==> src/rtl/seg7_pkg.sv <==
// Shared types and constants for the seg7_count_display slice: converter
// state encoding, active-low segment patterns and the display digit count.
package seg7_pkg;

  localparam int unsigned NUM_DIGITS = 4;

  typedef enum logic [1:0] {
    IDLE  = 2'd0,
    SHIFT = 2'd1,
    DONE  = 2'd2
  } conv_state_t;

  // Cathode patterns {g,f,e,d,c,b,a}, active-low
  localparam logic [6:0] SEG_0     = 7'h40;
  localparam logic [6:0] SEG_1     = 7'h79;
  localparam logic [6:0] SEG_2     = 7'h24;
  localparam logic [6:0] SEG_3     = 7'h30;
  localparam logic [6:0] SEG_4     = 7'h19;
  localparam logic [6:0] SEG_5     = 7'h12;
  localparam logic [6:0] SEG_6     = 7'h02;
  localparam logic [6:0] SEG_7     = 7'h78;
  localparam logic [6:0] SEG_8     = 7'h00;
  localparam logic [6:0] SEG_9     = 7'h10;
  localparam logic [6:0] SEG_BLANK = 7'h7F;

  function automatic logic [6:0] seg_pattern(input logic [3:0] digit);
    case (digit)
      4'd0:    seg_pattern = SEG_0;
      4'd1:    seg_pattern = SEG_1;
      4'd2:    seg_pattern = SEG_2;
      4'd3:    seg_pattern = SEG_3;
      4'd4:    seg_pattern = SEG_4;
      4'd5:    seg_pattern = SEG_5;
      4'd6:    seg_pattern = SEG_6;
      4'd7:    seg_pattern = SEG_7;
      4'd8:    seg_pattern = SEG_8;
      4'd9:    seg_pattern = SEG_9;
      default: seg_pattern = SEG_BLANK;
    endcase
  endfunction

endpackage

==> src/rtl/bin2bcd_seq.sv <==
// Sequential 8-bit binary to 3-digit BCD converter (shift-add-3), free running:
// one conversion every 10 cycles, bcd_valid pulses when bcd is refreshed.
module bin2bcd_seq
  import seg7_pkg::*;
(
  input  logic        clk,
  input  logic        clr,
  input  logic [7:0]  value,
  output logic [11:0] bcd,
  output logic        bcd_valid
);

  conv_state_t state, state_next;

  logic [7:0]  sr;
  logic [11:0] acc;
  logic [11:0] acc_adj;
  logic [2:0]  bit_cnt;
  logic        load;
  logic        shift_en;
  logic        done;

  always_ff @(posedge clk or posedge clr) begin
    if (clr) state <= IDLE;
    else     state <= state_next;
  end

  always_comb begin
    state_next = state;
    case (state)
      IDLE:    state_next = SHIFT;
      SHIFT:   if (bit_cnt == 3'd7) state_next = DONE;
      DONE:    state_next = IDLE;
      default: state_next = IDLE;
    endcase
  end

  always_comb begin
    load     = 1'b0;
    shift_en = 1'b0;
    done     = 1'b0;
    case (state)
      IDLE:    load     = 1'b1;
      SHIFT:   shift_en = 1'b1;
      DONE:    done     = 1'b1;
      default: load     = 1'b1;
    endcase
  end

  // Add-3 correction on every nibble >= 5 before the shift
  always_comb begin
    acc_adj = acc;
    for (int unsigned i = 0; i < 3; i++) begin
      if (acc[4*i +: 4] >= 4'd5) acc_adj[4*i +: 4] = acc[4*i +: 4] + 4'd3;
    end
  end

  always_ff @(posedge clk or posedge clr) begin
    if (clr) begin
      sr        <= '0;
      acc       <= '0;
      bit_cnt   <= '0;
      bcd       <= '0;
      bcd_valid <= 1'b0;
    end else begin
      bcd_valid <= done;
      if (load) begin
        sr      <= value;
        acc     <= '0;
        bit_cnt <= '0;
      end
      if (shift_en) begin
        {acc, sr} <= {acc_adj[10:0], sr, 1'b0};
        bit_cnt   <= bit_cnt + 3'd1;
      end
      if (done) bcd <= acc;
    end
  end

endmodule

==> src/rtl/seg7_count_display.sv <==
// Count display: BCD conversion of an 8-bit value, multiplexed onto a 4-digit
// common-anode display (digit 3 blank). Optional macro SEG7_LEADING_ZERO_BLANK_EN.
module seg7_count_display
  import seg7_pkg::*;
#(
  parameter int unsigned SCAN_DIV = 50000
) (
  input  logic        clk,
  input  logic        clr,
  input  logic [7:0]  value,
  output logic [11:0] bcd,
  output logic        bcd_valid,
  output logic [3:0]  an,
  output logic [6:0]  seg,
  output logic        dp
);

  localparam int unsigned PW = $clog2(SCAN_DIV);
  localparam int unsigned IW = $clog2(NUM_DIGITS);

  logic [PW-1:0] presc;
  logic [IW-1:0] idx;
  logic          presc_tc;
  logic [3:0]    nib;
  logic          blank;
  logic [6:0]    seg_next;

  bin2bcd_seq u_conv (
    .clk       (clk),
    .clr       (clr),
    .value     (value),
    .bcd       (bcd),
    .bcd_valid (bcd_valid)
  );

  assign presc_tc = (presc == PW'(SCAN_DIV - 1));

  always_ff @(posedge clk or posedge clr) begin
    if (clr) begin
      presc <= '0;
      idx   <= '0;
    end else begin
      presc <= presc_tc ? '0 : presc + PW'(1);
      if (presc_tc) idx <= idx + IW'(1);
    end
  end

  always_comb begin
    nib   = 4'd0;
    blank = 1'b0;
    case (idx)
      2'd0:    nib = bcd[3:0];
      2'd1:    nib = bcd[7:4];
      2'd2:    nib = bcd[11:8];
      default: blank = 1'b1;
    endcase
`ifdef SEG7_LEADING_ZERO_BLANK_EN
    if (idx == 2'd2 && bcd[11:8] == 4'd0) blank = 1'b1;
    if (idx == 2'd1 && bcd[11:4] == 8'd0) blank = 1'b1;
`endif
    seg_next = blank ? SEG_BLANK : seg_pattern(nib);
  end

  always_ff @(posedge clk or posedge clr) begin
    if (clr) begin
      an  <= '1;
      seg <= SEG_BLANK;
    end else begin
      an  <= ~(4'b0001 << idx);
      seg <= seg_next;
    end
  end

  assign dp = 1'b1;

endmodule
==> config.mk <==
export PLATFORM = sky130hd
export DESIGN_NAME = seg7_count_display
export DESIGN_NICKNAME = d
export VERILOG_FILES = /design/src/rtl/seg7_pkg.sv /design/src/rtl/bin2bcd_seq.sv /design/src/rtl/seg7_count_display.sv
export SDC_FILE = /design/constraint.sdc
export NUM_CORES = 1
export LEC_CHECK = 0
export ABC_AREA = 1
export CORE_MARGIN = 10
export CORE_UTILIZATION = 50
export DETAILED_ROUTE_END_ITERATION = 10
export PLACE_DENSITY = 0.77
export SYNTH_ARGS = -nofsm -noshare
export SYNTH_HDL_FRONTEND = slang
export SYNTH_SLANG_ARGS = --single-unit
==> constraint.sdc <==
create_clock -name clk -period 3.3 [get_ports clk]
set_input_delay 0.99 -clock clk [delete_from_list [all_inputs] [get_ports clk]]
set_output_delay 0.99 -clock clk [all_outputs]
set_load 0.05 [all_outputs]
Yosys cells after proc, flatten, opt, wreduce, memory -nomap -nowiden
Memories as Yosys holds them, arrays and structs flattened.
Cells that the tools add are included.
{"block": "word_totals", "rom_bits": 112, "in_bits": 10, "wordCells": 50, "mem_bits_rw": 0, "regBits": 67, "mem_count": 1, "latch_bits": 0, "out_inout_bits": 25}
{"block": "classes", "div": 0, "multipliers": 0, "n_addsub": 6, "eq_ne": 8, "order_cmp": 3, "n_mux": 16, "n_reduce_logical": 4, "n_bitwise": 1, "shifts": 1}
{"memory": "(name not given)", "words": 16, "word_bits": 7, "rd": 1, "rd_ports_with_merged_regs": 0, "wr": 0, "line": "seg7_pkg.sv:27", "text": "case (digit)"}
{"operator": "$mux W12", "n": 2}
{"operator": "$add A16 B1 Y16 const B", "n": 1}
{"operator": "$eq A16 B16 Y1 const B", "n": 1}
{"operator": "$mux W16", "n": 1}
{"operator": "$mux W8", "n": 2}
{"operator": "$ge A4 B3 Y1 const B", "n": 3}
{"operator": "$pmux W4 S3", "n": 1}
{"operator": "$mux W3", "n": 3}
{"operator": "$add A4 B2 Y4 const B", "n": 2}
{"operator": "$mux W4", "n": 2}
{"operator": "$mux W7", "n": 1}
{"operator": "$eq A2 B1 Y1 const B", "n": 2}
{"operator": "$eq A2 B2 Y1 const B", "n": 2}
{"operator": "$logic_not A2 Y1", "n": 2}
{"operator": "$ne A2 B1 Y1 const B", "n": 2}
{"operator": "$not A4 Y4", "n": 1}
{"operator": "$pmux W2 S2", "n": 1}
{"operator": "$shl A1 B2 Y4 const A", "n": 1}
{"operator": "$add A3 B1 Y3 const B", "n": 1}
{"operator": "$add A3 B2 Y3 const B", "n": 1}
{"operator": "$eq A3 B3 Y1 const B", "n": 1}
{"operator": "$reduce_or A3 Y1", "n": 1}
{"operator": "$add A2 B1 Y2 const B", "n": 1}
{"operator": "$mux W1", "n": 2}
{"operator": "2 further kinds", "n": 2}

Longest topological paths before layout
Gate-level depths: netlist (run 1).
{"block": "logic_depth", "word_depth": 4, "ltp_mapped": 12}

Hierarchy
A second synthesis (run 1) with hierarchy kept.
{"block": "unflattened", "cells_unflattened": 405, "hier_area_um2": 3392.0}
{"mod": "bin2bcd_seq", "n_inst": 1, "seq_area_each_um2": 950.9, "cells_per_inst": 203, "area_per_inst_um2": 1751.7}
{"mod": "seg7_count_display", "n_inst": 1, "seq_area_each_um2": 739.5, "cells_per_inst": 202, "area_per_inst_um2": 1640.3}

Least setup slack after synthesis (run 1)
No wires, ideal clock.
{"block": "synth_path", "path_type": "register to register", "startpoint": "register idx[0]", "endpoint": "register seg[3]", "t_arrival_ns": 1.604, "path_stages_with_launch": 12, "path_slack_ns": 1.611, "n_path_buf": 0, "setup_ns": 0.085, "path_cell_list": "dfrtp_1 -> inv_1 -> ha_1 -> nand2_1 -> nand3_1 -> nand2_1 -> inv_1 -> ha_1 -> inv_1 -> nand3_1 -> nand3_1 -> nand3_1"}
{"block": "synth_between", "elab_chain_len": 4}
{"element": "start: declaration", "line": "seg7_count_display.sv:22", "text": "logic [IW-1:0] idx;"}
{"element": "start signal: assignment", "line": "seg7_count_display.sv:44", "text": "if (presc_tc) idx <= idx + IW'(1);"}
{"element": "$eq A2 B2 Y1, or another cell as far along", "line": "seg7_count_display.sv:51", "text": "case (idx)"}
{"element": "$pmux W4 S3", "line": "seg7_count_display.sv:51"}
{"element": "$mem_v2 Z16 W7"}
{"element": "$mux W7 *", "line": "seg7_count_display.sv:61", "text": "seg_next = blank ? SEG_BLANK : seg_pattern(nib);"}
{"element": "named net seg_next[3]", "line": "seg7_count_display.sv:26", "text": "logic [6:0] seg_next;"}
{"element": "end signal: assignment", "line": "seg7_count_display.sv:70", "text": "seg <= seg_next;"}
{"element": "end: declaration", "line": "seg7_count_display.sv:14", "text": "output logic [6:0] seg,"}
The timed path passes the listed nets; every way through them passes the cells marked *.
A chain may end at the register's enable or synchronous reset.

Worst setup path after layout (run 1)
{"block": "layout_path", "startpoint": "register an[1]", "endpoint": "output port an[1]"}
{"element": "start: declaration", "line": "seg7_count_display.sv:13", "text": "output logic [3:0] an,"}
{"element": "start signal: assignment", "line": "seg7_count_display.sv:69", "text": "an <= ~(4'b0001 << idx);"}
No word-level cell between the ends.

==> results.yml, run 1 <==
timing:
  fmax_mhz: 378
  relSlewSlack_pct: 60.1
  worst_pin_slew_ps: 598
  fin_crit_sh_pct: 80.1
  fin_tns_setup_ps: 0
  slew_violations: 0
  whs_ps: 486
  hold_viol: 0
  fin_crit_ps: 2640
  rsz0062_at_grt: "false"
  finalSetupViolCount: 0
  fin_skew_ps: 8.35
detailed_routing:
  drc: 0
  detail-route-antenna-nets: 0
  vias: 2606
  drt_iter0_drc: 154
  top_layer_used: "met4"
  wl_um: 6300
  wl_met3_um: 403
  routedLengthMet1_um: 2840
  via_per_inst: 5.08
  firstDrtPassIters: 4
  avgRoutedWirePerCell_um: 12.3
  met2_wirelength_um: 2910
clock_network:
  holdBufCountCts: 0
  h-tree-depth: 3
  post-cts-setup-buffers: 0
  clk_pin_slew_ps: 70
  clk_path_buf_depth: 2
  clk-insertion-delay-late_ps: 340
  cts_buffers: 9
  cts_tree: "built"
  cts_resized: 0
  cts.sinks: 67
  root_buffer: "clkbuf_8"
critical_path:
  cp.depth: 1
  crit_path_top_delay_cell: "clkdlybuf4s50_1"
  critPathTopFamily: "buffers and inverters"
  crit_path_start_kind: "flip-flop"
  cp.arrival_ps: 1650
  worstSetupPathType: "reg -> out"
  path_max_fanout: 1
  cp.required_ps: 2310
  crit_chain: "clkdlybuf4s50_1"
  cp-end-kind: "output port"
  reg2reg_depth: 11
  cp.buffers_inverters: 1
  cp_slowest_stage_delay_ps: 790
cells_and_area:
  synthToLayoutAreaGrowth_pct: 19.0
  final_nets: 460
  layout_common_cells: "nand2_1, dfrtp_1, inv_1"
  drive_gt1_share_pct: 8.94
  final_common_cell: "nand2_1"
  fillCellCount: 520
  fin_cells: 513
  diodes: 0
power:
  peakVddDrop_mv: 0.619
  p_leak_nw: 1.92
  finalPower_mw: 2.74
  p_clk_share_pct: 26.4
  intPower_mw: 1.71
  sw_frac_of_total_pct: 37.3
  power_switching_mw: 1.02
  p_per_area_mw_per_mm2: 693
  combinationalPowerShare_pct: 33.9
  seqPwrFrac_pct: 39.7
grt:
  antenna_found_initial: 0
  grt_pass1_vias: 2549
  grt_use_total_pct: 13.3
  grt_pass1_wl_um: 11200
  grt_max_degree: 33
  grt-ovfl-total: 0
outcome:
  status: "complete, no violations"
floorplanning:
  ios: 35
  dieArea_mm2: 0.0103
  die_x_um: 101
  core-area_mm2: 0.00639
  start_util_pct: 52.0
  row_count: 29
  die_y_um: 101
logic_synthesis:
  synthFlopType: "dfrtp_1"
  async_flop_share_pct: 100
  synthDistinctLibCells: 29
  syn-num-nets: 421
  synth_warnings: 0
  synth_edf_count: 0
  synth_area_mm2: 0.00332
  yosysSeqAreaShare_pct: 50.9
  netlist_instances: 392
  ys_ff_latch: 67
  syn_avg_cell_area_um2: 8.47
min_path:
  holdPathStages: 1
  hold_class: "reg -> reg"
placed_design:
  dp_cells: 497
  gp_congestion: 0.822
  dp_hpwl_um: 4680
  io_buffers: 33
job:
  drv_cap: 0
==> registers in the layout, summed over array words and instances (netlist names) <==
| signal | cells |
|---|---|
| seg | 7 |
| u_conv.bcd_valid | 1 |
| idx | 2 |
| u_conv.acc | 12 |
| presc | 16 |
| an | 4 |
| u_conv.state | 2 |
| u_conv.sr | 8 |
| u_conv.bit_cnt | 3 |
| u_conv.bcd | 12 |
==> cell type report <==
class / count / area [um^2] / area share [%]
sequential: 67 / 1690 / 42.8
multi-input combinational: 262 / 1380 / 35.0
timing repair buffer: 36 / 365 / 9.25
inverter: 55 / 206 / 5.22
clock buffer: 11 / 131 / 3.32
tap: 77 / 96.3 / 2.44
clock inverter: 5 / 77.6 / 1.96
==> path summary, 6_finish.rpt <==
check / start / slack [ps] / endpoint
max reg2reg: idx[0]$_DFFE_PP0N_ / 1370 / seg[3]$_DFF_PP1_
min in group asynchronous: clr / 1040 / u_conv.sr[7]$_DFFE_PP0P_
min: presc[0]$_DFF_PP0_ / 490 / presc[0]$_DFF_PP0_
max in group asynchronous: clr / 1580 / seg[1]$_DFF_PP1_
max: an[1]$_DFF_PP1_ / 660 / an[1]
min reg2reg: presc[0]$_DFF_PP0_ / 490 / presc[0]$_DFF_PP0_
==> stage by stage <==
step                      utilization (%)  worst slack [ps]  area [um^2]
after floorplan                         -               645         3320
after global placement               58.6              1020         3740
after detailed placement             58.6              1010         3740
after CTS                            61.9               627         3950
after global routing                 61.9               607         3950
final                                61.9               657         3950
==> Yosys cell counts (2+ instances only) <==
master    count  area share (%)
nand2_1     109              12
dfrtp_1      56              42
inv_1        54             6.1
nor2_1       37             4.2
nand3_1      29             4.4
ha_1         19             7.2
o21ai_0      19             2.9
dfstp_2      11             8.7
xor2_1       11             2.9
a21oi_1       8             1.2
o22ai_1       6             1.1
buf_2         5            0.75
o221ai_1      5             1.3
o21ai_1       3            0.45
a22o_1        2            0.53
nand2_2       2            0.38
nand4_1       2            0.38
nor2_2        2            0.38
nor2_4        2            0.68
==> power by group through the flow <==
stage | sequential, mW | clock, mW | combinational, mW
after global routing | 1.11 | 0.766 | 1.03
after CTS | 1.09 | 0.737 | 0.937
after global placement | 1.09 | 0 | 0.916
after floorplan | 1.41 | 0 | 0.341
final | 1.09 | 0.723 | 0.928
after detailed placement | 1.10 | 0 | 0.937
==> metal layers <==
layer / GRT usage [%] / vias up
li1: - / 1313
met1: 16.2 / 1226
met2: 20.9 / 58
met3: 3.27 / 9
met4: 7.72 / 0
met5: 0 / -
==> cells by family (layout without fill, tap and decap cells) <==
family	after synthesis	after routing	share of synthesized area [%]
AO/OA/AOI/OAI	44	44	7.72
AND/OR/NAND/NOR	187	187	23.8
XOR/XNOR	11	11	2.90
adder cells (fa/ha/maj)	19	19	7.16
buffers and inverters	63	107	7.42
other	1	1	0.113
flip-flops	67	67	50.9
(Power assumes the default switching activity.)
==> run 2: changes to the inputs <==
Clock period 3.3 ns to 2.6 ns, I/O delays scaled along.
==> results.yml, run 2 (synthesized netlist as in run 1, its figures left out) <==
outcome:
  status: "complete, no violations"
grt:
  grt-ovfl-total: 0
  grt_pass1_wl_um: 11600
  antenna_found_initial: 0
  grt_max_degree: 26
  grt_use_total_pct: 13.8
  grt_pass1_vias: 2603
detailed_routing:
  drt_iter0_drc: 160
  firstDrtPassIters: 4
  drc: 0
  wl_um: 6740
  via_per_inst: 5.14
  detail-route-antenna-nets: 0
  avgRoutedWirePerCell_um: 13.1
  vias: 2640
min_path:
  hold_path_startpoint: "presc[0]$_DFF_PP0_"
  hold_class: "reg -> reg"
timing:
  fin_crit_sh_pct: 93.6
  fmax_mhz: 411
  whs_ps: 482
  fin_tns_setup_ps: 0
  fin_crit_ps: 2430
  hold_viol: 0
  worst_pin_slew_ps: 512
  relSlewSlack_pct: 65.8
  fin_skew_ps: 5.82
  rsz0062_at_grt: "false"
  finalSetupViolCount: 0
  slew_violations: 0
clock_network:
  cts.sinks: 67
  clk_pin_slew_ps: 70
  clk_path_buf_depth: 2
  holdBufCountCts: 0
  cts_resized: 0
  h-tree-depth: 3
  cts_tree: "built"
  post-cts-setup-buffers: 0
  root_buffer: "clkbuf_8"
  clk-insertion-delay-late_ps: 330
  cts_buffers: 9
job:
  drv_cap: 0
critical_path:
  cp_slowest_stage_delay_ps: 800
  path_max_fanout: 1
  worst_r2r_startpoint: "idx[0]$_DFFE_PP0N_"
  crit_path_start_kind: "flip-flop"
  critPathTopFamily: "buffers and inverters"
  cp.required_ps: 1820
  cp.buffers_inverters: 1
  cp.arrival_ps: 1650
  cp-end-kind: "output port"
  crit_chain: "clkdlybuf4s50_1"
  critPathLaunch: "an[0]$_DFF_PP1_"
  worstSetupPathType: "reg -> out"
  crit_path_top_delay_cell: "clkdlybuf4s50_1"
power:
  peakVddDrop_mv: 0.981
  p_leak_nw: 1.95
  p_per_area_mw_per_mm2: 910
floorplanning:
  start_util_pct: 52.0
  die_y_um: 101
  ios: 35
  dieArea_mm2: 0.0103
  row_count: 29
  core-area_mm2: 0.00639
  die_x_um: 101
cells_and_area:
  diodes: 0
  final_nets: 461
  utilization_pct: 62.6
  fin_cells: 514
  regMostFlops: "presc"
  largestRegisters: "presc x16, u_conv.acc x12, u_conv.bcd x12"
  drive_gt1_share_pct: 9.38
  final_common_cell: "nand2_1"
  synthToLayoutAreaGrowth_pct: 20.4
  fillCellCount: 549
  layout_common_cells: "nand2_1, dfrtp_1, inv_1"
  largest_reg_flops: 16
placed_design:
  gp_congestion: 0.817
  io_buffers: 33
  dp_hpwl_um: 4990
  dp_cells: 498
[run 2: changes by cell type in the layout (fill, tap and decap cells not counted)]
cell | before | now
bufinv_16 | 2 | 3
clkinv_2 | 2 | 0
inv_6 | 0 | 2
buf_4 | 2 | 3
clkbuf_1 | 2 | 1
clkinvlp_4 | 1 | 0
clkbuf_8 | 9 | 10
[run 2: layer usage]
metal	routed length, um	vias to the layer above	part of all wire [%]	GRT usage (%)
met2	3340	53	49	23.5
li1	-	1322	-	-
met4	126	0	1.9	6.97
met5	0	-	0	0
met3	341	10	5.1	3.68
met1	2940	1255	44	15.7
[run 2: area by class of cell]
type,count,area [um^2],share of cell area [%]
Clock inverter,5,108,2.69
Sequential cell,67,1690,42.3
Inverter,55,206,5.16
Multi-Input combinational cell,262,1380,34.6
Tap cell,77,96.3,2.41
Clock buffer,11,141,3.54
Timing Repair Buffer,37,373,9.32
[run 2: power by group]
group	total, mW	leakage [nW]	switching [mW]	internal [mW]
combinational	1.19	0.980	0.805	0.385
clock	1.07	0.125	0.399	0.671
sequential	1.38	0.844	0.127	1.25
[run 2: worst paths after layout]
path	to	slack, ps	cells past startpoint
setup / recovery	an[0]	170	1
hold / removal	presc[0]$_DFF_PP0_	480	1
setup reg to reg	seg[3]$_DFF_PP1_	620	11
hold reg to reg	presc[0]$_DFF_PP0_	480	1
max in group asynchronous	seg[1]$_DFF_PP1_	1300	3
min in group asynchronous	u_conv.sr[2]$_DFFE_PP0P_	720	2
[run 2: metrics by stage]
stage,setup slack [ps],cell area [um^2],power (mW)
floorplan,155,3320,2.22
global placement,529,3750,2.55
detailed placement,514,3750,2.60
CTS,143,4000,3.67
global route,116,4000,3.84
finish,167,4000,3.64
